File: config.mk
export PLATFORM = sky130hd
export DESIGN_NAME = controle_fila
export DESIGN_NICKNAME = d
export VERILOG_FILES = /design/src/rtl/fila_pkg.sv /design/src/rtl/debounce.sv /design/src/rtl/controle_fila.sv
export SDC_FILE = /design/constraint.sdc
export NUM_CORES = 1
export LEC_CHECK = 0
export CAP_MARGIN = 25
export CORE_ASPECT_RATIO = 0.7
export CORE_UTILIZATION = 40
export DETAILED_ROUTE_END_ITERATION = 8
export PLACE_DENSITY = 0.75
export SLEW_MARGIN = 20
export SYNTH_ARGS = -nofsm -noshare
export SYNTH_HDL_FRONTEND = slang
export SYNTH_HIERARCHICAL = 1
export SYNTH_SLANG_ARGS = --single-unit
File: constraint.sdc
create_clock -name clk_10KHz -period 1.3 [get_ports clk_10KHz]
set_input_delay 0.39 -clock clk_10KHz [delete_from_list [all_inputs] [get_ports clk_10KHz]]
set_output_delay 0.39 -clock clk_10KHz [all_outputs]
set_load 0.01 [all_outputs]
File: src/rtl/fila_pkg.sv
// Shared definitions for the fila queue and its front-end controller.
package fila_pkg;

    localparam int DATA_W = 8;
    localparam int LEN_W  = 3;

    typedef enum logic [1:0] {
        IDLE     = 2'd0,
        PUSH     = 2'd1,
        POP      = 2'd2,
        WAIT_REL = 2'd3
    } state_t;

    typedef enum logic [1:0] {
        REQ_NONE = 2'd0,
        REQ_ENQ  = 2'd1,
        REQ_DEQ  = 2'd2,
        REQ_BOTH = 2'd3
    } req_t;

    // Folds the two one-cycle request pulses into a single decision code.
    function automatic req_t classify_req(input logic enq, input logic deq);
        req_t r;
        case ({enq, deq})
            2'b10:   r = REQ_ENQ;
            2'b01:   r = REQ_DEQ;
            2'b11:   r = REQ_BOTH;
            default: r = REQ_NONE;
        endcase
        return r;
    endfunction

endpackage

File: src/rtl/debounce.sv
// Push-button conditioner: 2-flop synchroniser followed by a stability counter
// that only lets the debounced level follow after DEBOUNCE_CYCLES equal samples.
module debounce #(
    parameter int DEBOUNCE_CYCLES = 200
) (
    input  logic clk_i,
    input  logic reset_i,
    input  logic btn_i,
    output logic level_o
);

    localparam int CNT_W = (DEBOUNCE_CYCLES < 2) ? 1 : $clog2(DEBOUNCE_CYCLES + 1);
    localparam logic [CNT_W-1:0] CNT_MAX  = CNT_W'(DEBOUNCE_CYCLES);
    localparam logic [CNT_W-1:0] CNT_ONE  = CNT_W'(1);
    localparam logic [CNT_W-1:0] CNT_ZERO = {CNT_W{1'b0}};

    logic             sync1_q;
    logic             sync2_q;
    logic             level_q;
    logic             level_d;
    logic [CNT_W-1:0] cnt_q;
    logic [CNT_W-1:0] cnt_d;
    logic [CNT_W-1:0] cnt_inc_s;

    assign cnt_inc_s = cnt_q + CNT_ONE;

    // The level flips on the sample that brings the run of differing samples to DEBOUNCE_CYCLES.
    always_comb begin
        level_d = level_q;
        cnt_d   = cnt_q;
        if (sync2_q == level_q) begin
            cnt_d = CNT_ZERO;
        end else if (cnt_inc_s == CNT_MAX) begin
            level_d = ~level_q;
            cnt_d   = CNT_ZERO;
        end else begin
            cnt_d = cnt_inc_s;
        end
    end

    // Synchroniser, counter and debounced level registers.
    always_ff @(posedge clk_i) begin
        if (reset_i) begin
            sync1_q <= 1'b0;
            sync2_q <= 1'b0;
            level_q <= 1'b0;
            cnt_q   <= CNT_ZERO;
        end else begin
            sync1_q <= btn_i;
            sync2_q <= sync1_q;
            level_q <= level_d;
            cnt_q   <= cnt_d;
        end
    end

    assign level_o = level_q;

endmodule

File: src/rtl/controle_fila.sv
// Front-end for the fila queue: turns bouncing buttons and raw switches into
// clean single-cycle push/pop strobes, refusing pushes when full and pops when empty.
module controle_fila #(
    parameter int DATA_W          = fila_pkg::DATA_W,
    parameter int LEN_W           = fila_pkg::LEN_W,
    parameter int FULL_LEN        = 7,
    parameter int DEBOUNCE_CYCLES = 200
) (
    input  logic              clk_10KHz,
    input  logic              reset,
    input  logic [DATA_W-1:0] sw_in,
    input  logic              btn_enq_in,
    input  logic              btn_deq_in,
    input  logic [LEN_W-1:0]  len_in,
    output logic [DATA_W-1:0] data_out,
    output logic              enqueue_out,
    output logic              dequeue_out,
    output logic              reject_out
);

    import fila_pkg::*;

    localparam logic [LEN_W-1:0] FULL_LEN_C  = LEN_W'(FULL_LEN);
    localparam logic [LEN_W-1:0] EMPTY_LEN_C = {LEN_W{1'b0}};

    logic [DATA_W-1:0] sw_s1_q;
    logic [DATA_W-1:0] sw_s2_q;
    logic [DATA_W-1:0] data_q;
    logic              enq_lvl_s;
    logic              deq_lvl_s;
    logic              enq_prev_q;
    logic              deq_prev_q;
    logic              enq_req_q;
    logic              deq_req_q;
    req_t              req_s;
    state_t            state_q;
    logic              enq_q;
    logic              deq_q;
    logic              rej_q;

    debounce #(
        .DEBOUNCE_CYCLES(DEBOUNCE_CYCLES)
    ) u_db_enq (
        .clk_i  (clk_10KHz),
        .reset_i(reset),
        .btn_i  (btn_enq_in),
        .level_o(enq_lvl_s)
    );

    debounce #(
        .DEBOUNCE_CYCLES(DEBOUNCE_CYCLES)
    ) u_db_deq (
        .clk_i  (clk_10KHz),
        .reset_i(reset),
        .btn_i  (btn_deq_in),
        .level_o(deq_lvl_s)
    );

    // Switch bank synchroniser.
    always_ff @(posedge clk_10KHz) begin
        if (reset) begin
            sw_s1_q <= {DATA_W{1'b0}};
            sw_s2_q <= {DATA_W{1'b0}};
        end else begin
            sw_s1_q <= sw_in;
            sw_s2_q <= sw_s1_q;
        end
    end

    // Rising-edge detection of the debounced levels into one-cycle requests.
    always_ff @(posedge clk_10KHz) begin
        if (reset) begin
            enq_prev_q <= 1'b0;
            deq_prev_q <= 1'b0;
            enq_req_q  <= 1'b0;
            deq_req_q  <= 1'b0;
        end else begin
            enq_prev_q <= enq_lvl_s;
            deq_prev_q <= deq_lvl_s;
            enq_req_q  <= enq_lvl_s & ~enq_prev_q;
            deq_req_q  <= deq_lvl_s & ~deq_prev_q;
        end
    end

    assign req_s = classify_req(enq_req_q, deq_req_q);

    // Request FSM; strobes are registered on the transition so each lasts exactly one cycle.
    always_ff @(posedge clk_10KHz) begin
        if (reset) begin
            state_q <= IDLE;
            data_q  <= {DATA_W{1'b0}};
            enq_q   <= 1'b0;
            deq_q   <= 1'b0;
            rej_q   <= 1'b0;
        end else begin
            enq_q <= 1'b0;
            deq_q <= 1'b0;
            rej_q <= 1'b0;
            case (state_q)
                IDLE: begin
                    case (req_s)
                        REQ_ENQ: begin
                            if (len_in == FULL_LEN_C) begin
                                rej_q   <= 1'b1;
                                state_q <= WAIT_REL;
                            end else begin
                                enq_q   <= 1'b1;
                                data_q  <= sw_s2_q;
                                state_q <= PUSH;
                            end
                        end
                        REQ_DEQ: begin
                            if (len_in == EMPTY_LEN_C) begin
                                rej_q   <= 1'b1;
                                state_q <= WAIT_REL;
                            end else begin
                                deq_q   <= 1'b1;
                                state_q <= POP;
                            end
                        end
                        REQ_BOTH: begin
                            rej_q   <= 1'b1;
                            state_q <= WAIT_REL;
                        end
                        default: state_q <= IDLE;
                    endcase
                end
                PUSH:     state_q <= WAIT_REL;
                POP:      state_q <= WAIT_REL;
                // Also covers the queue's len_in update latency before the next decision.
                WAIT_REL: begin
                    if (!enq_lvl_s && !deq_lvl_s) begin
                        state_q <= IDLE;
                    end else begin
                        state_q <= WAIT_REL;
                    end
                end
                default:  state_q <= IDLE;
            endcase
        end
    end

    assign data_out    = data_q;
    assign enqueue_out = enq_q;
    assign dequeue_out = deq_q;
    assign reject_out  = rej_q;

endmodule

==> impl_metrics.json, run 1 <==
{
  "initial_core_util_pct": 43.2,
  "cts_root_buf": "clkbuf_8",
  "relSlewSlack_pct": 75.6,
  "cts_sinks": 55,
  "synth_async_sr_flop_share_pct": 0,
  "antenna_found_initial": 0,
  "yosys-top-cells-count": "dfxtp_1, nor2b_1, nand2b_1, nor2_1",
  "clkTransAtPathRegs_ps": 100,
  "peakVddDrop_mv": 0.731,
  "syn-cell-area_um2": 2150,
  "violations": "setup timing",
  "drive_above_1_share_pct": 33.1,
  "final_max_slew_viol_count": 0,
  "grt_overflow": 0,
  "cap_violations": 0,
  "finalCriticalPeriod_ps": 1390,
  "place_congestion": 0.818,
  "p_int_mw": 2.56,
  "drtIter0Drc": 45,
  "hold_buffers": 0,
  "synthTopCellsByArea": "dfxtp_1, nor2b_1, nand2b_1",
  "htree_levels": 2,
  "clkLatencyLatePin_ps": 310,
  "p_comb_share_pct": 4.1,
  "antenna_left": 0,
  "die_w_um": 89.5,
  "die_h_um": 63.3,
  "fp.coreArea_um2": 4970,
  "fin_nets": 280,
  "fin_worst_skew_ps": 8.73,
  "worstPathRequired_ps": 1500,
  "grt_max_degree": 18,
  "yosysTopAreaCellShare_pct": 51.3,
  "viasPerCell": 4.43,
  "synthDistinctLibCells": 27,
  "yosys.area.top_type": "dfxtp_1",
  "hpwl_mm": 2.50,
  "ys_seq_area_share_pct": 51.3,
  "syn_inst": 201,
  "synth-simple-area-share_pct": 27.1,
  "synth_top_family_by_area": "simple AND/OR/NAND/NOR gates",
  "syn_to_final_growth_pct": 39.0,
  "final_util_pct": 60.0,
  "synth-edff-count": 0,
  "path_max_fanout": 6,
  "cts-buffers-inserted": 5,
  "die_area_um2": 5670,
  "status": "complete, but fails checks",
  "power.density_nw_per_um2": 1060,
  "muxShareOfSynthArea_pct": 4.66,
  "synth_ff_type": "dfxtp_1",
  "layout_setup_ws_ps": -92.6,
  "endpoint_kind": "flip-flop",
  "grt_pass1_vias": 1422,
  "clkPwrFrac_pct": 41.7,
  "synth_compound_area_share_pct": 4.08,
  "synth_xor_area_share_pct": 7.23,
  "met3_length_um": 114,
  "critPathArrivalTime_ps": 1590,
  "place_ws_ps": -469,
  "path_class": "reg2reg",
  "firstDrtPassIters": 4,
  "top_layer": "met4",
  "synth.most_common_cell": "dfxtp_1",
  "grt_use_total_pct": 14.5,
  "io_buffers": 25,
  "fin_crit_sh_pct": 107,
  "synth_seq_cells": 55,
  "startpoint_type": "flip-flop",
  "worst-slew-pin-transition_ps": 367,
  "route.met2.wl_mm": 1.72,
  "n_antenna_cell": 0,
  "pwr-share-seq_pct": 54.2,
  "leakage_nw": 1.13,
  "vias": 1456,
  "drc_errors": 0,
  "avgRoutedWirePerCell_um": 11.3,
  "synth_fp_nets": 222,
  "wl_mm": 3.73,
  "avgSynthCellArea_um2": 10.7,
  "timing.fmax_mhz": 718,
  "clock_path_buffers": 2,
  "grt_pass1_wl_mm": 6.20,
  "met1Wirelength_mm": 1.85,
  "hold_viol_final": 0,
  "rsz0062_at_grt": "yes",
  "synthAdderAreaFrac_pct": 3.50,
  "yosysWarnings": 6,
  "p_sw_mw": 0.611,
  "ios": 26,
  "hold_class": "reg2reg",
  "swShare_pct": 19.3,
  "cts_tree": "yes",
  "setup_viol": 14,
  "rows": 21
}
## area by class of cell
class,count,area [µm²]
Clock buffer,5,68.8
Clock inverter,3,67.6
Fill cell,400,1980
Inverter,6,22.5
Multi-Input combinational cell,136,1160
Sequential cell,55,1120
Tap cell,69,86.3
Timing Repair Buffer,55,449
## layout by cell type (no fill, tap or decap), types with 5 or more instances in the layout
cell,count
clkbuf_2,7
nor3_1,5
nor2_1,15
nand2b_1,22
mux2i_1,10
nor2b_1,24
clkbuf_8,5
nand3_1,10
xor2_1,8
clkdlybuf4s50_1,10
dfxtp_1,42
dfxtp_2,10
xnor2_1,5
buf_4,28
## sequential cells by signal, summed over array words and instances, names as in the netlist, 2 cells and up
register        cells
sw_s1_q             8
u_db_deq/cnt_q      8
data_out            8
u_db_enq/cnt_q      8
sw_s2_q             8
state_q             2
## final timing paths
check | startpoint | end | slack [ps] | depth (start not counted)
setup / recovery | u_db_deq/cnt_q[0] | u_db_deq/cnt_q[4] | -90 | 5
hold / removal | deq_prev_q | deq_req_q | 400 | 1
setup reg to reg | u_db_deq/cnt_q[0] | u_db_deq/cnt_q[4] | -90 | 5
hold reg to reg | deq_prev_q | deq_req_q | 400 | 1
## metrics by stage
step / cells / setup TNS (ps) / total power, mW / area, µm² / hold WS, ps
4_1_cts: 328 / -493 / 3.20 / 2920 / 395
5_1_grt: 329 / -1850 / 3.29 / 2980 / 424
2_1_floorplan: 201 / -18.5 / 1.82 / 2180 / 367
3_3_place_gp: 315 / -16490 / 1.89 / 2700 / 371
3_5_place_dp: 315 / -16560 / 1.89 / 2700 / 375
6_report: 329 / -934 / 3.17 / 2980 / 395
## power by group through the flow
stage	clock, mW	combinational [mW]	sequential [mW]
final	1.32	0.131	1.72
after global routing	1.42	0.146	1.72
after CTS	1.35	0.130	1.72
after detailed placement	0	0.132	1.76
after global placement	0	0.130	1.76
after floorplan	0	0.0587	1.76
## cell families after synthesis
logic type | Yosys count
AO/OA/AOI/OAI | 7
XOR/XNOR | 16
adder cells (fa/ha/maj) | 6
buffers and inverters | 10
flip-flops | 55
multiplexers | 10
AND/OR/NAND/NOR | 97
## critical path, stage by stage (launching register included)
cell and delay, ps:
dfxtp_4 390, ha_4 130, nand3b_1 200, o41ai_4 330, buf_4 200, nor2_1 50
## routing by layer
| metal | vias to the layer above | track usage, % |
|---|---|---|
| met2 | 22 | 22.3 |
| met4 | 0 | 5.36 |
| met3 | 4 | 4.33 |
| met5 | - | 0 |
| met1 | 653 | 18.9 |
| li1 | 777 | - |
## timing repair
item / in CTS / in global routing
pin swaps: 8 / 4
gates resized for setup: 42 / 37
setup endpoints to repair: 37 / 39
buffers inserted: 5 / 1
hold endpoints to repair: 0 / 0
(Power assumes the default switching activity.)
==> inputs of run 2 (changes only) <==
--- a/config.mk
+++ b/config.mk
@@ -9,6 +9,7 @@
 export CORE_ASPECT_RATIO = 0.7
 export CORE_UTILIZATION = 40
 export DETAILED_ROUTE_END_ITERATION = 8
+export HOLD_SLACK_MARGIN = 0.12
 export PLACE_DENSITY = 0.75
 export SLEW_MARGIN = 20
 export SYNTH_ARGS = -nofsm -noshare
==> results of run 2 <==
Final layout, timing and power as in run 1 (identical DEF).
